[src/rtl/heater_tx_pkg.sv]
// Shared types and helpers for the heater PWM command transmitter.
package heater_tx_pkg;

  typedef enum logic [2:0] {
    IDLE     = 3'd0,
    SEND_ON  = 3'd1,
    WAIT_ON  = 3'd2,
    SEND_OFF = 3'd3,
    WAIT_OFF = 3'd4,
    DONE     = 3'd5
  } heater_tx_state_t;

  localparam int HEATER_CMD_W = 32;
  localparam logic [HEATER_CMD_W-1:0] HEATER_CMD_ON  = 32'd1;
  localparam logic [HEATER_CMD_W-1:0] HEATER_CMD_OFF = 32'd0;

  function automatic logic [31:0] clamp_u32(input logic [31:0] val, input logic [31:0] lim);
    return (val > lim) ? lim : val;
  endfunction

endpackage

[src/rtl/heater_pwm_tx_if.sv]
// Command-word stream between the heater transmitter and the heater bank.
interface heater_pwm_tx_if #(
  parameter int C_DATA_WIDTH = 32
);
  logic                    tvalid;
  logic [C_DATA_WIDTH-1:0] tdata;
  logic                    tready;

  modport master (output tvalid, output tdata, input tready);
  modport slave  (input tvalid, input tdata, output tready);
endinterface

[src/rtl/phase_timer.sv]
// Loadable down-counter; expire fires in the last enabled cycle of a phase.
module phase_timer #(
  parameter int CNT_W = 32
) (
  input  logic             clk,
  input  logic             load,
  input  logic [CNT_W-1:0] load_val,
  input  logic             en,
  output logic             expire
);

  logic [CNT_W-1:0] count;

  // Counter is always loaded before it is enabled, so it carries no reset.
  always_ff @(posedge clk) begin
    if (load) begin
      count <= load_val;
    end else if (en && (count != '0)) begin
      count <= count - CNT_W'(1);
    end
  end

  assign expire = en && (count == CNT_W'(1));

endmodule

[src/rtl/heater_pwm_tx.sv]
// Duty-cycled heater command transmitter (ON/OFF words over a stream).
// Optional handshake stall counter: define HEATER_PWM_TX_STALL_CNT_EN.
module heater_pwm_tx
  import heater_tx_pkg::*;
#(
  parameter int C_DATA_WIDTH   = 32,
  parameter int MAX_RO_HEATERS = 5,
  parameter int CNT_W          = 32
) (
  input  logic             clk,
  input  logic             rst,
  input  logic             start,
  input  logic             stop,
  input  logic [31:0]      cfg_on_num,
  input  logic [CNT_W-1:0] cfg_on_cycles,
  input  logic [CNT_W-1:0] cfg_off_cycles,
  input  logic [15:0]      cfg_periods,
  heater_pwm_tx_if.master  m,
  output logic [31:0]      ro_heater_on_num,
  output logic             busy,
  output logic             done,
  output logic [15:0]      periods_done,
  output logic [31:0]      stall_cycles
);

  heater_tx_state_t state, state_nxt;

  logic [CNT_W-1:0] on_cyc_q, off_cyc_q;
  logic [15:0]      periods_q;
  logic             stop_pending;
  logic             hs, abort, launch;
  logic             tmr_load, tmr_en, tmr_expire;
  logic [CNT_W-1:0] tmr_val;
  logic [15:0]      pd_inc;

  assign hs     = m.tvalid & m.tready;
  assign abort  = stop | stop_pending;
  assign launch = (state == IDLE) && start;
  assign pd_inc = (periods_done == 16'hFFFF) ? periods_done : periods_done + 16'd1;

  assign tmr_load = hs && ((state == SEND_ON) || (state == SEND_OFF));
  assign tmr_val  = (state == SEND_ON) ? on_cyc_q : off_cyc_q;
  assign tmr_en   = (state == WAIT_ON) || (state == WAIT_OFF);

  phase_timer #(.CNT_W(CNT_W)) u_timer (
    .clk      (clk),
    .load     (tmr_load),
    .load_val (tmr_val),
    .en       (tmr_en),
    .expire   (tmr_expire)
  );

  always_comb begin
    state_nxt = state;
    case (state)
      IDLE:     if (start) state_nxt = SEND_ON;
      SEND_ON:  if (hs) state_nxt = abort ? SEND_OFF : WAIT_ON;
      WAIT_ON:  if (abort || tmr_expire) state_nxt = SEND_OFF;
      SEND_OFF: if (hs) state_nxt = abort ? DONE : WAIT_OFF;
      WAIT_OFF: begin
        if (abort) begin
          state_nxt = DONE;
        end else if (tmr_expire) begin
          state_nxt = ((periods_q != 16'd0) && (pd_inc == periods_q)) ? DONE : SEND_ON;
        end
      end
      DONE:     state_nxt = IDLE;
      default:  state_nxt = IDLE;
    endcase
  end

  // Outputs are decoded from the next state so every one of them is a flop.
  always_ff @(posedge clk) begin
    if (rst) begin
      state            <= IDLE;
      m.tvalid         <= 1'b0;
      m.tdata          <= '0;
      busy             <= 1'b0;
      done             <= 1'b0;
      ro_heater_on_num <= '0;
      periods_done     <= '0;
      stop_pending     <= 1'b0;
    end else begin
      state    <= state_nxt;
      m.tvalid <= (state_nxt == SEND_ON) || (state_nxt == SEND_OFF);
      m.tdata  <= (state_nxt == SEND_ON) ? C_DATA_WIDTH'(HEATER_CMD_ON)
                                         : C_DATA_WIDTH'(HEATER_CMD_OFF);
      busy     <= (state_nxt != IDLE);
      done     <= (state_nxt == DONE);

      if (state_nxt == IDLE) begin
        stop_pending <= 1'b0;
      end else if (stop && (state != IDLE) && (state != DONE)) begin
        stop_pending <= 1'b1;
      end

      if (launch) begin
        ro_heater_on_num <= clamp_u32(cfg_on_num, 32'(MAX_RO_HEATERS));
        periods_done     <= '0;
      end else if ((state == WAIT_OFF) && tmr_expire && !abort) begin
        periods_done <= pd_inc;
      end
    end
  end

  // Run configuration; a zero phase length behaves as one cycle.
  always_ff @(posedge clk) begin
    if (launch) begin
      on_cyc_q  <= (cfg_on_cycles  == '0) ? CNT_W'(1) : cfg_on_cycles;
      off_cyc_q <= (cfg_off_cycles == '0) ? CNT_W'(1) : cfg_off_cycles;
      periods_q <= cfg_periods;
    end
  end

`ifdef HEATER_PWM_TX_STALL_CNT_EN
  always_ff @(posedge clk) begin
    if (rst) begin
      stall_cycles <= '0;
    end else if (launch) begin
      stall_cycles <= '0;
    end else if (m.tvalid && !m.tready && (stall_cycles != 32'hFFFF_FFFF)) begin
      stall_cycles <= stall_cycles + 32'd1;
    end
  end
`else
  assign stall_cycles = '0;
`endif

endmodule
[src/flat_wrapper.sv]
// flat-port wrapper written by rule: the top's interface ports become plain ports
module heater_pwm_tx_flat import heater_tx_pkg::*;
#(
  parameter int C_DATA_WIDTH   = 32,
  parameter int MAX_RO_HEATERS = 5,
  parameter int CNT_W          = 32
)
  (clk, rst, start, stop, cfg_on_num, cfg_on_cycles, cfg_off_cycles, cfg_periods, ro_heater_on_num, busy, done, periods_done, stall_cycles, m_tvalid, m_tdata, m_tready);
  heater_pwm_tx_if #(.C_DATA_WIDTH(C_DATA_WIDTH)) m_i ();
  input  logic clk;
  input  logic rst;
  input  logic start;
  input  logic stop;
  input  logic [31:0] cfg_on_num;
  input  logic [CNT_W-1:0] cfg_on_cycles;
  input  logic [CNT_W-1:0] cfg_off_cycles;
  input  logic [15:0] cfg_periods;
  output logic [31:0] ro_heater_on_num;
  output logic busy;
  output logic done;
  output logic [15:0] periods_done;
  output logic [31:0] stall_cycles;
  output wire logic [$bits(m_i.tvalid)-1:0] m_tvalid;
  output wire logic [$bits(m_i.tdata)-1:0] m_tdata;
  input wire logic [$bits(m_i.tready)-1:0] m_tready;
  assign m_tvalid = m_i.tvalid;
  assign m_tdata = m_i.tdata;
  assign m_i.tready = m_tready;
  heater_pwm_tx #(.C_DATA_WIDTH(C_DATA_WIDTH), .MAX_RO_HEATERS(MAX_RO_HEATERS), .CNT_W(CNT_W)) u_core (.clk(clk), .rst(rst), .start(start), .stop(stop), .cfg_on_num(cfg_on_num), .cfg_on_cycles(cfg_on_cycles), .cfg_off_cycles(cfg_off_cycles), .cfg_periods(cfg_periods), .m(m_i), .ro_heater_on_num(ro_heater_on_num), .busy(busy), .done(done), .periods_done(periods_done), .stall_cycles(stall_cycles));
endmodule
[config.mk]
export PLATFORM = sky130hd
export DESIGN_NAME = heater_pwm_tx_flat
export DESIGN_NICKNAME = d
export VERILOG_FILES = /design/src/rtl/heater_tx_pkg.sv /design/src/rtl/heater_pwm_tx_if.sv /design/src/rtl/phase_timer.sv /design/src/rtl/heater_pwm_tx.sv /design/src/flat_wrapper.sv
export SDC_FILE = /design/constraint.sdc
export NUM_CORES = 1
export LEC_CHECK = 0
export ABC_CLOCK_PERIOD_IN_PS = 3100
export BUFFER_PORTS_ARGS = -buffer_cell sky130_fd_sc_hd__buf_2
export CELL_PAD_IN_SITES_DETAIL_PLACEMENT = 0
export CELL_PAD_IN_SITES_GLOBAL_PLACEMENT = 2
export CORE_UTILIZATION = 29
export DETAILED_ROUTE_END_ITERATION = 8
export GPL_TIMING_DRIVEN = 0
export PLACE_DENSITY = 0.78
export SYNTH_ARGS = -nofsm -noshare
export SYNTH_HDL_FRONTEND = slang
export SYNTH_SLANG_ARGS = --single-unit
[constraint.sdc]
create_clock -name clk -period 3.1 [get_ports clk]
set_clock_uncertainty 0.1 [all_clocks]
set_input_delay 0.775 -clock clk [delete_from_list [all_inputs] [get_ports clk]]
set_output_delay 0.775 -clock clk [all_outputs]
set_load 0.03 [all_outputs]
==> out/metrics.csv, run 1 <==
metric,value,unit
status,"finished, final reports clean",
synth_edf_count,112,
synth_fa_ha_area_share,0.443,%
slew_headroom,47.7,%
clk_pin_slew_worst_paths,0.08,ns
worstPathMaxFanout,5,
dieArea,29900,um^2
hpwl,16600,um
crit-reg2reg-capture,u_core.u_timer.count[31]$_DFFE_PP_,
synth_compound_area_share,7.95,%
fin_nets,1202,
antenna_found_initial,1,
grt_max_degree,45,
ioPinCount,232,
numCtsBuffers,17,
syn_area,8460,um^2
yosys_warnings,0,
initial_core_util,29.5,%
max-clock-path-buffers,2,
via_per_inst,4.48,
synthTopCellsByArea,"edfxtp_1, dfxtp_1, buf_4",
wirelength,22000,um
setup.worst_path.start,u_core.u_timer.count[8]$_DFFE_PP_,
io_buffers,167,
met1_length,9680,um
grt.overflow.total,0,
ys_seq_area_share,53.0,%
required,3.16,ns
gp_congestion,0.847,
htreeDepth,4,
met3_wirelength,798,um
min_period,2.92,ns
post-route-drc-count,0,
finalSetupViolations,0,
cap_violations,0,
area_growth,27.8,%
synth-simple-area-share,20.6,%
wl_per_cell,14.8,um
synthXorXnorAreaFrac,6.21,%
dieHeight,173,um
dr.pass1.iters,5,
rsz0062_at_grt,no,
synth-main-ff-cell,edfxtp_1,
power,5.33,mW
layout_commonest_cell,buf_2,
cts_tree,done,
ant_nets,0,
route.met2.wl,11100,um
synth_cells,824,
endpoint,u_core.u_timer.count[31]$_DFFE_PP_,
drt_iter0_drc,407,
finalCoreUtilization,37.7,%
slew_viol_final,0,
worst_pin_slew,0.781,ns
clkSinkCount,168,
reg2reg_depth,7,
p_leak,4.25,nW
fin_ws,0.183,ns
path_class,reg -> reg,
track_usage,14.8,%
hold_ws,0.356,ns
die_x,173,um
drive_gt1_share,28.4,%
coreArea,28700,um^2
routed.top_layer,met4,
cp-start-kind,flop,
r2r_setup_slack,0.18,ns
hold_buffers,0,
p_per_area,493,nW/um^2
yosysTopAreaCellShare,39.7,%
cts_root_buf,clkbuf_16,
synth-seq-cells,168,
timing_hold_violations_final,0,
synth_area_leader_cell,edfxtp_1,
grt_pass1_wl,34700,um
clkLatencyLatePin,0.43,ns
rows,62,
grt_pass1_vias,6395,
dp_worst_setup_slack,-0.269,ns
async_reset_ff_share,0,%
hold_class,reg -> reg,
fin_tns_setup,0,ns
synth_top_family_by_area,simple AND/OR/NAND/NOR gates,
final_cell_mix,"buf_2, edfxtp_1, clkbuf_1, nor2_1, buf_4",
peakVddDrop,322,uV
r2r-start,u_core.u_timer.count[8]$_DFFE_PP_,
crit_path_end_kind,flop,
arrival,2.97,ns
synth.avg_cell_area,10.3,um^2
synth_cell_type_count,58,
period_share,94.1,%
muxShareOfSynthArea,1.30,%
num_vias,6627,
fmax,343,MHz
==> power breakdown <==
group	switching [mW]	total (mW)	internal [mW]
clock network	1.05	2.22	1.17
registers	0.0486	2.55	2.50
logic	0.347	0.559	0.212
total	1.45	5.33	3.89
==> worst max-delay path, stage by stage (launching register included) <==
cell and delay (ns):
edfxtp_1 0.45, or4_4 0.59, nor4b_4 0.38, nand3_1 0.25, or3_4 0.44, and2b_1 0.23
xnor2_1 0.13, a21oi_1 0.08
==> worst min-delay path by stage <==
| stage | startpoint | end | slack (ns) | depth (start not counted) |
|---|---|---|---|---|
| after floorplan | u_core.stop_pending$_SDFFE_PP0P_ | u_core.stop_pending$_SDFFE_PP0P_ | 0.39 | 2 |
| after global placement | u_core.ro_heater_on_num[25]$_SDFFE_PP0P_ | u_core.ro_heater_on_num[25]$_SDFFE_PP0P_ | 0.34 | 1 |
| after detailed placement | u_core.ro_heater_on_num[15]$_SDFFE_PP0P_ | u_core.ro_heater_on_num[15]$_SDFFE_PP0P_ | 0.34 | 1 |
| after CTS | u_core.ro_heater_on_num[15]$_SDFFE_PP0P_ | u_core.ro_heater_on_num[15]$_SDFFE_PP0P_ | 0.36 | 1 |
| after global routing | u_core.ro_heater_on_num[15]$_SDFFE_PP0P_ | u_core.ro_heater_on_num[15]$_SDFFE_PP0P_ | 0.37 | 1 |
| final | u_core.ro_heater_on_num[4]$_SDFFE_PP0P_ | u_core.ro_heater_on_num[4]$_SDFFE_PP0P_ | 0.36 | 1 |
==> registers in the layout, indices dropped and copies added, names as in the netlist <==
register	cells
u_core.periods_done	16
u_core.on_cyc_q	32
u_core.ro_heater_on_num	32
u_core.stop_pending	1
u_core.m.tdata	1
u_core.m.tvalid	1
u_core.busy	1
u_core.periods_q	16
u_core.off_cyc_q	32
u_core.done	1
u_core.state	3
u_core.u_timer.count	32
==> repair_timing <==
| action | 4_1_cts | 5_1_grt |
|---|---|---|
| pin swaps | 1 | 1 |
| cloned | 1 | 1 |
| gates resized for setup | 4 | 11 |
| endpoints found under the hold margin | 0 | 0 |
| setup endpoints to repair | 44 | 48 |
| buffers inserted | 3 | 3 |
==> cells in the mapped netlist, types with 23 or more instances <==
library cell and count:
xnor2_1 39, nand3_1 23, and2_1 30, dfxtp_1 56
nand2_1 31, edfxtp_1 112, buf_4 63, nor2_1 81
a211oi_1 27, a21oi_1 32, nor4_1 37, clkbuf_1 90
==> routing by layer <==
metal | track usage, % | vias up
li1 | - | 3320
met1 | 18.4 | 3125
met2 | 26.2 | 159
met3 | 2.20 | 23
met4 | 4.83 | 0
met5 | 0 | -
==> logic make-up (layout without fill, tap and decap cells) <==
group	after synthesis	after routing
buf+inv	170	379
fa+ha+maj	3	3
compound gates	105	105
flops	168	168
other cells	1	64
simple gates	306	306
mux	11	11
xor+xnor	60	60
==> stage by stage <==
stage,area (um^2),instances
after global placement,10000,1437
after CTS,10700,1475
after floorplan,8700,886
after detailed placement,10100,1439
final,10800,1480
after global routing,10800,1480
==> final cells by class <==
class | count | area, um^2
plain buffers | 165 | 868
clock inverters | 13 | 164
fillers | 2939 | 17900
well taps | 384 | 480
multi-input cells | 548 | 3390
flip-flops and latches | 168 | 4490
clock buffers | 19 | 464
repair buffers | 175 | 928
inverters | 5 | 22.5
repair inverters | 2 | 12.5
diodes | 1 | 2.50
Power figures use the tool's default switching activity.
==> inputs of run 2 (changes only) <==
Settings changed: ABC_CLOCK_PERIOD_IN_PS 3100 to 2500.
Clock period 3.1 ns to 2.5 ns, I/O delays scaled along.
==> run 2 against run 1 <==
  * The flow now finishes with violations (setup timing)
  * Non-clock buffer count is 58 higher
  * Via count rose by 2.9%
  * Hold slack worse by 0.091 ns
  * Critical path type unchanged
  * Largest cell class unchanged
  * Highest routed layer unchanged
==> out/metrics.csv, run 2 (synthesized netlist as in run 1, its figures left out) <==
metric,value,unit,change
clkLatencyLatePin,0.44,ns,about the same
peakVddDrop,443,uV,+38%
drt_iter0_drc,344,,-15%
grt_pass1_wl,35800,um,+3.0%
hpwl,16600,um,+0.15%
clk_pin_slew_worst_paths,0.07,ns,about the same
clkSinkCount,168,,unchanged
initial_core_util,29.5,%,unchanged
ant_nets,0,,unchanged
switchingPower,1.87,mW,+29%
hold_class,in -> reg,,
cp-start-kind,flop,,
hold_buffers,0,,unchanged
internal_power,4.83,mW,+24%
area_growth,41.3,%,
drive_gt1_share,39.7,%,+11 points
coreArea,28700,um^2,unchanged
seq_power_share,47.1,%,-0.8 points
ioPinCount,232,,unchanged
num_vias,6819,,+2.9%
worst_pin_slew,0.601,ns,-0.181 ns
antenna_found_initial,0,,-1
p_leak,4.82,nW,+13%
grt_pass1_vias,6623,,+3.6%
cap_violations,0,,unchanged
fin_nets,1260,,+4.8%
max-clock-path-buffers,2,,unchanged
worstPathMaxFanout,5,,unchanged
via_per_inst,4.44,,-0.92%
slew_headroom,60.0,%,+12 points
htreeDepth,4,,unchanged
power_frac_comb,11.0,%,+0.5 points
track_usage,15.2,%,+0.37 points
die_x,173,um,unchanged
cts_tree,done,,
swShare,27.9,%,+0.81 points
grt_max_degree,41,,-8.9%
fin_ws,-0.134,ns,-0.317 ns
wl_per_cell,15.1,um,+1.6%
fin_tns_setup,-3.07,ns,-3.07 ns
cts_root_buf,clkbuf_16,,
finalSetupViolations,55,,+55
status,"finished, violations left",,
dieHeight,173,um,unchanged
io_buffers,167,,unchanged
p_per_area,560,nW/um^2,+14%
finalCoreUtilization,41.7,%,+4.0 points
dr.pass1.iters,5,,unchanged
final_cell_mix,"buf_2, buf_4, edfxtp_1, clkbuf_1, nor2_1",,
grt.overflow.total,0,,unchanged
wirelength,23200,um,+5.5%
clkPwrFrac,41.8,%,+0.2 points
arrival,2.70,ns,-0.27 ns
layout_commonest_cell,buf_2,,
numCtsBuffers,17,,unchanged
rsz0062_at_grt,yes,,
slew_viol_final,0,,unchanged
timing_hold_violations_final,0,,unchanged
violations,setup timing,,
antenna_cells,0,,-1
gp_congestion,0.796,,-6.0%
period_share,105,%,+11 points
fmax,380,MHz,+11%
dieArea,29900,um^2,unchanged
crit_path_end_kind,flop,,
path_class,reg -> reg,,
rows,62,,unchanged
post-route-drc-count,0,,unchanged
required,2.57,ns,-0.59 ns
min_period,2.63,ns,-0.283 ns
==> run 2: changes by cell type in the layout (fill, tap and decap cells not counted), sizes merged <==
cell	previous run	this run
nand2	31	33
clkinv	4	7
clkinvlp	3	1
clkdlybuf4s15	0	1
diode	1	0
clkbuf	109	105
inv	13	11
buf	250	310
==> run 2: timing repair <==
| item | 4_1_cts | 5_1_grt |
|---|---|---|
| pin swaps | 32 | 36 |
| gates cloned | 2 | 0 |
| setup endpoints to repair | 73 | 80 |
| resized for setup | 78 | 50 |
| buffers inserted | 42 | 32 |
==> run 2: routing by layer <==
layer  share of wire, %  track usage [%]
met1                 44             19.0
met2                 52             26.5
met3                3.0             2.35
met4                1.6             5.20
met5                  0                0
==> run 2: power groups by stage <==
| stage | sequential (mW) | combinational [mW] | clock, mW |
|---|---|---|---|
| floorplan | 3.22 | 0.463 | 0 |
| global placement | 3.23 | 0.678 | 0 |
| detailed placement | 3.22 | 0.692 | 0 |
| CTS | 3.16 | 0.729 | 2.87 |
| global route | 3.17 | 0.803 | 2.98 |
| finish | 3.16 | 0.739 | 2.80 |
==> run 2: per-stage QoR <==
stage	cells	setup slack (ns)	hold slack, ns	total power [mW]	cell area (um^2)
finish	1537	-0.134	0.266	6.70	12000
detailed placement	1439	-0.811	0.338	3.92	10200
global placement	1437	-0.979	0.339	3.91	10100
CTS	1511	-0.200	0.244	6.75	11500
floorplan	886	-0.119	0.390	3.69	8820
global route	1537	-0.229	0.246	6.95	12000
==> run 2: final cells by class <==
| class | count | area (um^2) |
|---|---|---|
| Buffer | 156 | 868 |
| Clock buffer | 18 | 450 |
| Clock inverter | 14 | 193 |
| Fill cell | 2845 | 16700 |
| Inverter | 5 | 22.5 |
| Multi-Input combinational cell | 550 | 3930 |
| Sequential cell | 168 | 4520 |
| Tap cell | 384 | 480 |
| Timing Repair Buffer | 242 | 1500 |
==> run 2: worst max-delay path, cell delays in order, from the launching register on <==
cell and delay [ns]:
edfxtp_1 0.39, or4_4 0.57, nor4b_4 0.22, buf_4 0.19
nand3_4 0.07, or3_4 0.40, and2b_1 0.23, xnor2_1 0.12
a21oi_1 0.08
==> run 2: worst paths after layout <==
check | slack, ns | from | cells after the start | to
min reg2reg | 0.36 | u_core.ro_heater_on_num[11]$_SDFFE_PP0P_ | 1 | u_core.ro_heater_on_num[11]$_SDFFE_PP0P_
max reg2reg | -0.13 | u_core.u_timer.count[9]$_DFFE_PP_ | 8 | u_core.u_timer.count[31]$_DFFE_PP_
min | 0.27 | cfg_periods[2] | 1 | u_core.periods_q[2]$_DFFE_PP_
max | -0.13 | u_core.u_timer.count[9]$_DFFE_PP_ | 8 | u_core.u_timer.count[31]$_DFFE_PP_
